**src/rtl/dmem_arbiter.sv**
```systemverilog
// Two-requester arbiter/sequencer in front of a single-port data memory.
// Round-robin on contention, bounded bus lock for read-modify-write, registered read returns.
module dmem_arbiter #(
    parameter int W        = 8,
    parameter int A        = 8,
    parameter int LOCK_MAX = 16
) (
    input  logic         Clk,
    input  logic         Reset,
    input  logic         Req0,
    input  logic         Req1,
    input  logic         We0,
    input  logic         We1,
    input  logic         Lock0,
    input  logic         Lock1,
    input  logic [A-1:0] Addr0,
    input  logic [A-1:0] Addr1,
    input  logic [W-1:0] Wdata0,
    input  logic [W-1:0] Wdata1,
    output logic         Gnt0,
    output logic         Gnt1,
    output logic [W-1:0] Rdata0,
    output logic [W-1:0] Rdata1,
    output logic         RdValid0,
    output logic         RdValid1,
    output logic         LockErr,
    output logic         MemWriteEn,
    output logic [A-1:0] MemAddress,
    output logic [W-1:0] MemDataIn,
    input  logic [W-1:0] MemDataOut
);

    localparam int CW = $clog2(LOCK_MAX + 1);
    localparam logic [CW-1:0] CNT_LAST = CW'(LOCK_MAX - 1);

    typedef enum logic [1:0] {
        IDLE = 2'd0,
        OWN0 = 2'd1,
        OWN1 = 2'd2
    } state_t;

    state_t        state_reg, state_next;
    logic          last_reg, last_next;
    logic [CW-1:0] lock_cnt_reg, lock_cnt_next;
    logic          lock_err_reg, lock_err_next;

    logic [1:0] gnt_vec;
    logic [1:0] we_vec;

    assign we_vec = {We1, We0};

    // Grants are suppressed for the whole time reset is asserted, not just at the edge.
    always_comb begin
        gnt_vec = 2'b00;
        if (Reset) begin
            case (state_reg)
                IDLE: begin
                    if (Req0 && Req1) begin
                        if (last_reg) gnt_vec = 2'b01;
                        else          gnt_vec = 2'b10;
                    end else begin
                        gnt_vec = {Req1, Req0};
                    end
                end
                OWN0:    gnt_vec = {1'b0, Req0};
                OWN1:    gnt_vec = {Req1, 1'b0};
                default: gnt_vec = 2'b00;
            endcase
        end
    end

    assign Gnt0 = gnt_vec[0];
    assign Gnt1 = gnt_vec[1];

    always_comb begin
        MemWriteEn = 1'b0;
        MemAddress = '0;
        MemDataIn  = '0;
        if (gnt_vec[0]) begin
            MemWriteEn = We0;
            MemAddress = Addr0;
            MemDataIn  = Wdata0;
        end else if (gnt_vec[1]) begin
            MemWriteEn = We1;
            MemAddress = Addr1;
            MemDataIn  = Wdata1;
        end
    end

    always_comb begin
        state_next    = state_reg;
        last_next     = last_reg;
        lock_cnt_next = lock_cnt_reg;
        lock_err_next = lock_err_reg;

        if (gnt_vec[0])      last_next = 1'b0;
        else if (gnt_vec[1]) last_next = 1'b1;

        case (state_reg)
            IDLE: begin
                if (gnt_vec[0] && Lock0) begin
                    state_next    = OWN0;
                    lock_cnt_next = '0;
                end else if (gnt_vec[1] && Lock1) begin
                    state_next    = OWN1;
                    lock_cnt_next = '0;
                end
            end
            OWN0: begin
                if (gnt_vec[0] && !Lock0) begin
                    state_next    = IDLE;
                    lock_cnt_next = '0;
                end else if (lock_cnt_reg == CNT_LAST) begin
                    // Forced release: marking the owner as last winner hands the next contention to the other side.
                    state_next    = IDLE;
                    lock_cnt_next = '0;
                    lock_err_next = 1'b1;
                    last_next     = 1'b0;
                end else begin
                    lock_cnt_next = lock_cnt_reg + 1'b1;
                end
            end
            OWN1: begin
                if (gnt_vec[1] && !Lock1) begin
                    state_next    = IDLE;
                    lock_cnt_next = '0;
                end else if (lock_cnt_reg == CNT_LAST) begin
                    state_next    = IDLE;
                    lock_cnt_next = '0;
                    lock_err_next = 1'b1;
                    last_next     = 1'b1;
                end else begin
                    lock_cnt_next = lock_cnt_reg + 1'b1;
                end
            end
            default: begin
                state_next    = IDLE;
                lock_cnt_next = '0;
            end
        endcase
    end

    always_ff @(posedge Clk or negedge Reset) begin
        if (!Reset) begin
            state_reg    <= IDLE;
            last_reg     <= 1'b1;
            lock_cnt_reg <= '0;
            lock_err_reg <= 1'b0;
        end else begin
            state_reg    <= state_next;
            last_reg     <= last_next;
            lock_cnt_reg <= lock_cnt_next;
            lock_err_reg <= lock_err_next;
        end
    end

    assign LockErr = lock_err_reg;

    // Per-requester read return registers; the non-granted side holds its data.
    for (genvar gi = 0; gi < 2; gi++) begin : g_port
        logic [W-1:0] rdata_reg;
        logic         rd_valid_reg;

        always_ff @(posedge Clk or negedge Reset) begin
            if (!Reset) begin
                rdata_reg    <= '0;
                rd_valid_reg <= 1'b0;
            end else begin
                rd_valid_reg <= gnt_vec[gi] && !we_vec[gi];
                if (gnt_vec[gi] && !we_vec[gi]) begin
                    rdata_reg <= MemDataOut;
                end
            end
        end
    end

    assign Rdata0   = g_port[0].rdata_reg;
    assign Rdata1   = g_port[1].rdata_reg;
    assign RdValid0 = g_port[0].rd_valid_reg;
    assign RdValid1 = g_port[1].rd_valid_reg;

endmodule
```
**config.mk**
```make
export PLATFORM = sky130hd
export DESIGN_NAME = dmem_arbiter
export DESIGN_NICKNAME = d
export VERILOG_FILES = /design/src/rtl/dmem_arbiter.sv
export SDC_FILE = /design/constraint.sdc
export NUM_CORES = 1
export LEC_CHECK = 0
export CORE_MARGIN = 2
export CORE_UTILIZATION = 42
export DETAILED_ROUTE_END_ITERATION = 7
export HOLD_SLACK_MARGIN = 0.12
export PLACE_DENSITY = 0.89
export SLEW_MARGIN = 5
export SYNTH_ARGS = -nofsm -noshare
export SYNTH_HDL_FRONTEND = slang
export SYNTH_SLANG_ARGS = --single-unit
```
**constraint.sdc**
```tcl
create_clock -name Clk -period 3.9 [get_ports Clk]
set_input_delay 0.975 -clock Clk [delete_from_list [all_inputs] [get_ports Clk]]
set_output_delay 0.975 -clock Clk [all_outputs]
set_load 0.1 [all_outputs]
```
==> results of run 1 <==
## cells by family (layout without fill, tap and decap cells)
family / count (synthesis) / in the layout / share of synthesized area (%)
fa+ha+maj: 5 / 5 / 3.91
simple gates: 29 / 29 / 14.4
mux: 17 / 17 / 13.9
buf+inv: 11 / 100 / 3.68
compound gates: 40 / 40 / 21.8
flops: 27 / 27 / 42.3
## through the flow
step | instance area, sq um | hold slack [ps] | util (%) | power, mW | cells
finish | 2740 | 475 | 74.9 | 2.55 | 266
global route | 2740 | 487 | 74.9 | 2.65 | 266
CTS | 2740 | 476 | 74.9 | 2.56 | 266
detailed placement | 2700 | 456 | 73.7 | 2.40 | 262
global placement | 2700 | 443 | 73.7 | 2.37 | 262
floorplan | 1600 | 482 | - | 1.86 | 129
## routing by layer
| metal | share of wire (%) | up-vias |
|---|---|---|
| met3 | 8.0 | 0 |
| met1 | 39 | 684 |
| met2 | 53 | 56 |
| met4 | 0 | 0 |
| met5 | 0 | - |
| li1 | - | 656 |
## power groups by stage
stage	clock network, mW	registers [mW]	logic (mW)
6_report	0.155	0.459	1.94
2_1_floorplan	0	1.08	0.783
3_5_place_dp	0	0.463	1.94
4_1_cts	0.157	0.458	1.94
5_1_grt	0.172	0.471	2.00
3_3_place_gp	0	0.454	1.91
## cells in the final DEF, fill, tap and decap left out, types with 2 or more instances in the layout
cell type,instances
a32o_1,2
o21ai_0,2
nand3b_1,3
ha_1,5
clkbuf_8,3
clkdlybuf4s50_1,66
nand2_1,6
mux2_2,9
nor2b_4,2
dfrtp_1,26
a22o_1,19
a21o_1,2
nand3_1,2
nor2_1,3
a21oi_1,5
inv_1,7
and4bb_2,2
buf_4,4
nand2b_1,2
buf_12,19
mux2_4,8
## worst max-delay path, stage by stage
cell             delay (ps)
clkdlybuf4s50_1         490
nor2b_4                 220
nand2_2                 120
nor2_4                  280
buf_4                   240
a22o_1                  210
buf_12                  190
## layout make-up
cell class,instances,area [sq um]
inverters,7,26.3
clock inverters,1,5.00
well taps,48,60.1
multi-input cells,91,863
repair buffers,89,1070
flip-flops and latches,27,677
fillers,231,917
clock buffers,3,41.3
## worst min-delay path by stage
| stage | cells after the start | startpoint | slack, ps | end |
|---|---|---|---|---|
| after floorplan | 1 | lock_cnt_reg[2] | 480 | lock_cnt_reg[2] |
| after global placement | 1 | LockErr | 440 | LockErr |
| after detailed placement | 1 | LockErr | 460 | LockErr |
| after CTS | 1 | LockErr | 480 | LockErr |
| after global routing | 1 | LockErr | 490 | LockErr |
| final | 1 | LockErr | 470 | LockErr |
==> metrics.csv, run 1 <==
metric,value,unit
routabilityCongestion,0.914,
vias_per_cell,5.25,
syn_to_final_growth,71.6,%
tns,0,ps
grt_usage,21.7,%
cts_resized,0,
drv_cap,0,
grt-busiest-layer,met2,
cp_max_fo,12,
skew,3.30,ps
ir_drop,0.704,mV
seq_area_frac_synth,42.3,%
path_class,input pin to output pin,
status,completed,
grt_use_met3,5.14,%
grt_antenna_before_repair,0,
yosysTopAreaCellShare,40.7,%
vias,1396,
switching_share,57.7,%
clkLatencyLatePin,260,ps
grt-ovfl-total,0,
r2r-end,Rdata1[6],
dp_hpwl,3.77,mm
p_seq_share,18.0,%
yosysTopAreaCell,dfrtp_1,
grt_pass1_vias,1478,
slew_headroom,34.3,%
die_h,65.7,um
p_switching,1.47,mW
dieArea,4320,sq um
grt_max_degree,30,
clockPowerShare,6.1,%
firstDrtPassIters,4,
cp.required,2920,ps
combPwrFrac,76.0,%
wl_per_cell,17.4,um
final.period_utilization,94.9,%
antennaDiodeCount,0,
start_util,43.7,%
coreArea,3660,sq um
r2r_cells,6,
synth_commonest_cells,"dfrtp_1, a22o_1, mux2_2",
cp-startpoint,Reset,
die_w,65.7,um
hold_viol_final,0,
postCtsSetupBuffers,0,
slew_viol_final,0,
drt_iter0_drc,39,
ctsHoldBuffers,0,
hp-class,register to register,
cts_root_buf,clkbuf_8,
htree_levels,1,
ys_warn_count,0,
io_pins,86,
p_int,1.08,mW
fmax,270,MHz
drc_errors,0,
ys_ff_latch,27,
synth_cells,129,
crit_end,MemDataIn[5],
setup_viol,0,
tightest_slew,982,ps
rsz0062_at_grt,no,
drive_gt1_share,27.5,%
ys_types,39,
path_clk_slew,90,ps
finish.net_count,272,
antenna_left,0,
r2r-start,state_reg[0],
cts_buffer_depth,2,
grt_pass1_wl,7.22,mm
cp.arrival,2730,ps
synth-main-ff-cell,dfrtp_1,
p_leak,1.20,nW
cts_buffers,3,
worst_setup_path_start_kind,input pin,
place_ws,195,ps
r2r_slack,1770,ps
clkSinkCount,27,
syn_area,1600,sq um
grt_use_met2,39.9,%
ys_top_cells_by_area,"dfrtp_1, a22o_1, mux2_4, mux2_2, ha_1",
async_flop_share,100,%
synth_edf_count,0,
tritoncts,done,
portBuffers,85,
grtUsageMet1,26.1,%
endpoint_kind,output pin,
synth_nets,182,
power_density,930,nW/um^2
rows,22,
fin_crit,3700,ps
fin_ws,199,ps
drt-total-wl,4.63,mm
synth_most_common_cell,dfrtp_1,
syn_area_per_cell,12.4,sq um
Power figures use the tool's default switching activity.
==> run 2: changes to the inputs <==
--- a/config.mk
+++ b/config.mk
@@ -5,6 +5,7 @@
 export SDC_FILE = /design/constraint.sdc
 export NUM_CORES = 1
 export LEC_CHECK = 0
+export ABC_CLOCK_PERIOD_IN_PS = 3900
 export CORE_MARGIN = 2
 export CORE_UTILIZATION = 42
 export DETAILED_ROUTE_END_ITERATION = 7
==> results of run 2 <==
The final DEF is identical to that of run 1; final timing and power are the same.
==> run 3: changes to the inputs <==
--- a/config.mk
+++ b/config.mk
@@ -5,12 +5,12 @@
 export SDC_FILE = /design/constraint.sdc
 export NUM_CORES = 1
 export LEC_CHECK = 0
-export ABC_CLOCK_PERIOD_IN_PS = 3900
+export ABC_CLOCK_PERIOD_IN_PS = 3350
 export CORE_MARGIN = 2
-export CORE_UTILIZATION = 42
+export CORE_UTILIZATION = 35
 export DETAILED_ROUTE_END_ITERATION = 7
 export HOLD_SLACK_MARGIN = 0.12
-export PLACE_DENSITY = 0.89
+export PLACE_DENSITY = 0.8
 export SLEW_MARGIN = 5
 export SYNTH_ARGS = -nofsm -noshare
 export SYNTH_HDL_FRONTEND = slang
==> constraint.sdc (replaced) <==
create_clock -name Clk -period 3.35 [get_ports Clk]
set_input_delay 0.8375 -clock Clk [delete_from_list [all_inputs] [get_ports Clk]]
set_output_delay 0.8375 -clock Clk [all_outputs]
set_load 0.1 [all_outputs]
==> run 3 against run 2 <==
  * Register-to-register slack got worse by 540 ps
  * Sequential power rose by 16%
  * Global-route usage fell by 6.2 points
  * Sequential cell count did not move
  * Non-clock buffer count rose by 4
  * Die area rose by 19%
  * Critical path depth rose by 1
  * Power rose by 16%
  * Utilization fell by 12 points
  * Via count rose by 0.36%
  * Critical path type unchanged
  * Critical endpoint is now MemAddress[4]
==> metrics.csv, run 3 (synthesized netlist as in run 1, its figures left out) <==
metric,value,unit
drc_errors,0,
firstDrtPassIters,3,
grt_antenna_before_repair,0,
antenna_left,0,
final_cell_mix,"clkdlybuf4s50_1, dfrtp_1, buf_4",
drive_gt1_share,41.3,%
slew_viol_final,0,
io_pins,86,
dp_hpwl,3.20,mm
p_switching,1.70,mW
status,completed,
r2r_slack,1230,ps
routabilityCongestion,0.878,
vias,1401,
grt_usage,15.4,%
finish.net_count,277,
fin_hold_ws,479,ps
p_seq_share,18.1,%
rsz0062_at_grt,no,
hold_viol_final,0,
path_class,input pin to output pin,
final_area,2770,sq um
rows,24,
wl_per_cell,14.3,um
p_leak,1.25,nW
cp_max_fo,8,
antennaDiodeCount,0,
crit_slowest_cell,clkdlybuf4s50_1,
path_clk_slew,90,ps
setup_viol,0,
max_stage_delay,480,ps
syn_to_final_growth,73.1,%
cts_buffers,3,
power,2.95,mW
clkLatencyLatePin,270,ps
coreArea,4380,sq um
cp.arrival,2410,ps
slew_headroom,64.4,%
clockPowerShare,6.3,%
clkSinkCount,27,
grt_pass1_vias,1386,
r2r-start,state_reg[0],
power_density,1070,nW/um^2
place_area,2690,sq um
cp.required,2510,ps
tightest_slew,534,ps
fin_ws,98.0,ps
portBuffers,85,
finish.utilization,63.1,%
hp-class,register to register,
fin_crit,3250,ps
skew,6.69,ps
endpoint_kind,output pin,
cts_root_buf,clkbuf_8,
dp.cells,268,
drt_iter0_drc,13,
dieArea,5130,sq um
grt-ovfl-total,0,
switching_share,57.5,%
start_util,36.5,%
fin_cells,275,
final.period_utilization,97.1,%
tritoncts,done,
ir_drop,0.927,mV
fmax,308,MHz
crit_chain,clkdlybuf4s50_1 > nor2b_4 > nand2_2 > nor2_4 > buf_4 > nor2_4 > a22o_2 > buf_12,
whs_endpoint,LockErr,
htree_levels,1,
vias_per_cell,5.09,
crit_top_cell,nor2_4,
hold_start,LockErr,
multiInputGateArea,885,sq um
drt-total-wl,3.94,mm
tns,0,ps
r2r-end,Rdata1[0],
die_w,71.6,um
r2r_cells,6,
die_h,71.6,um
final_common_cell,clkdlybuf4s50_1,
combPwrFrac,75.7,%
fillers,348,
cts_resized,0,
grt_max_degree,30,
drv_cap,0,
final-seq-area,677,sq um
worst_setup_path_start_kind,input pin,
cts_buffer_depth,2,
min_delay_path_depth,1,
p_int,1.25,mW
grt_pass1_wl,6.42,mm
place_ws,70.2,ps
## run 3: critical path, delay by kind of cell
kind | cells | cell delay, ps
AOI/OAI and AO/OA | 1 | 240
and+or+nand+nor | 4 | 530
buffers and inverters | 3 | 800
## run 3: how the worst max path moves through the flow
stage,depth (start not counted),to,from,slack (ps)
2_1_floorplan,5,MemAddress[0],Reset,40
3_3_place_gp,7,MemDataIn[7],Reset,90
3_5_place_dp,7,MemDataIn[4],Reset,70
4_1_cts,7,MemDataIn[4],Reset,70
5_1_grt,7,MemDataIn[1],Reset,10
6_report,8,MemAddress[4],Reset,100
## run 3: what timing repair did
action                                  4_1_cts  5_1_grt
setup buffers                                 0        2
endpoints found under the setup margin        0       10
endpoints found under the hold margin         0        0
hold buffers                                  0        0
## run 3: cell type report
class                   count  area share [%]
repair buffers             93            38.5
inverters                   7           0.949
well taps                  52            2.35
multi-input cells          92            32.0
clock buffers               3            1.49
flip-flops and latches     27            24.5
clock inverters             1           0.271
## run 3: power by group through the flow
stage | clock network [mW] | logic, mW | registers [mW]
after floorplan | 0 | 0.917 | 1.26
after global placement | 0 | 2.20 | 0.536
after global routing | 0.205 | 2.32 | 0.551
after detailed placement | 0 | 2.23 | 0.537
final | 0.186 | 2.23 | 0.533
after CTS | 0.190 | 2.23 | 0.534
## run 3: per-layer routing
layer  global-route usage (%)  wire length [um]  vias to the layer above  share of wire [%]
met5                        0                 0                        -                  0
met4                     3.14                45                        0                1.1
met3                     3.52               298                        6                7.6
met2                     26.0              1860                       66                 47
met1                     20.4              1740                      656                 44
li1                         -                 -                      673                  -
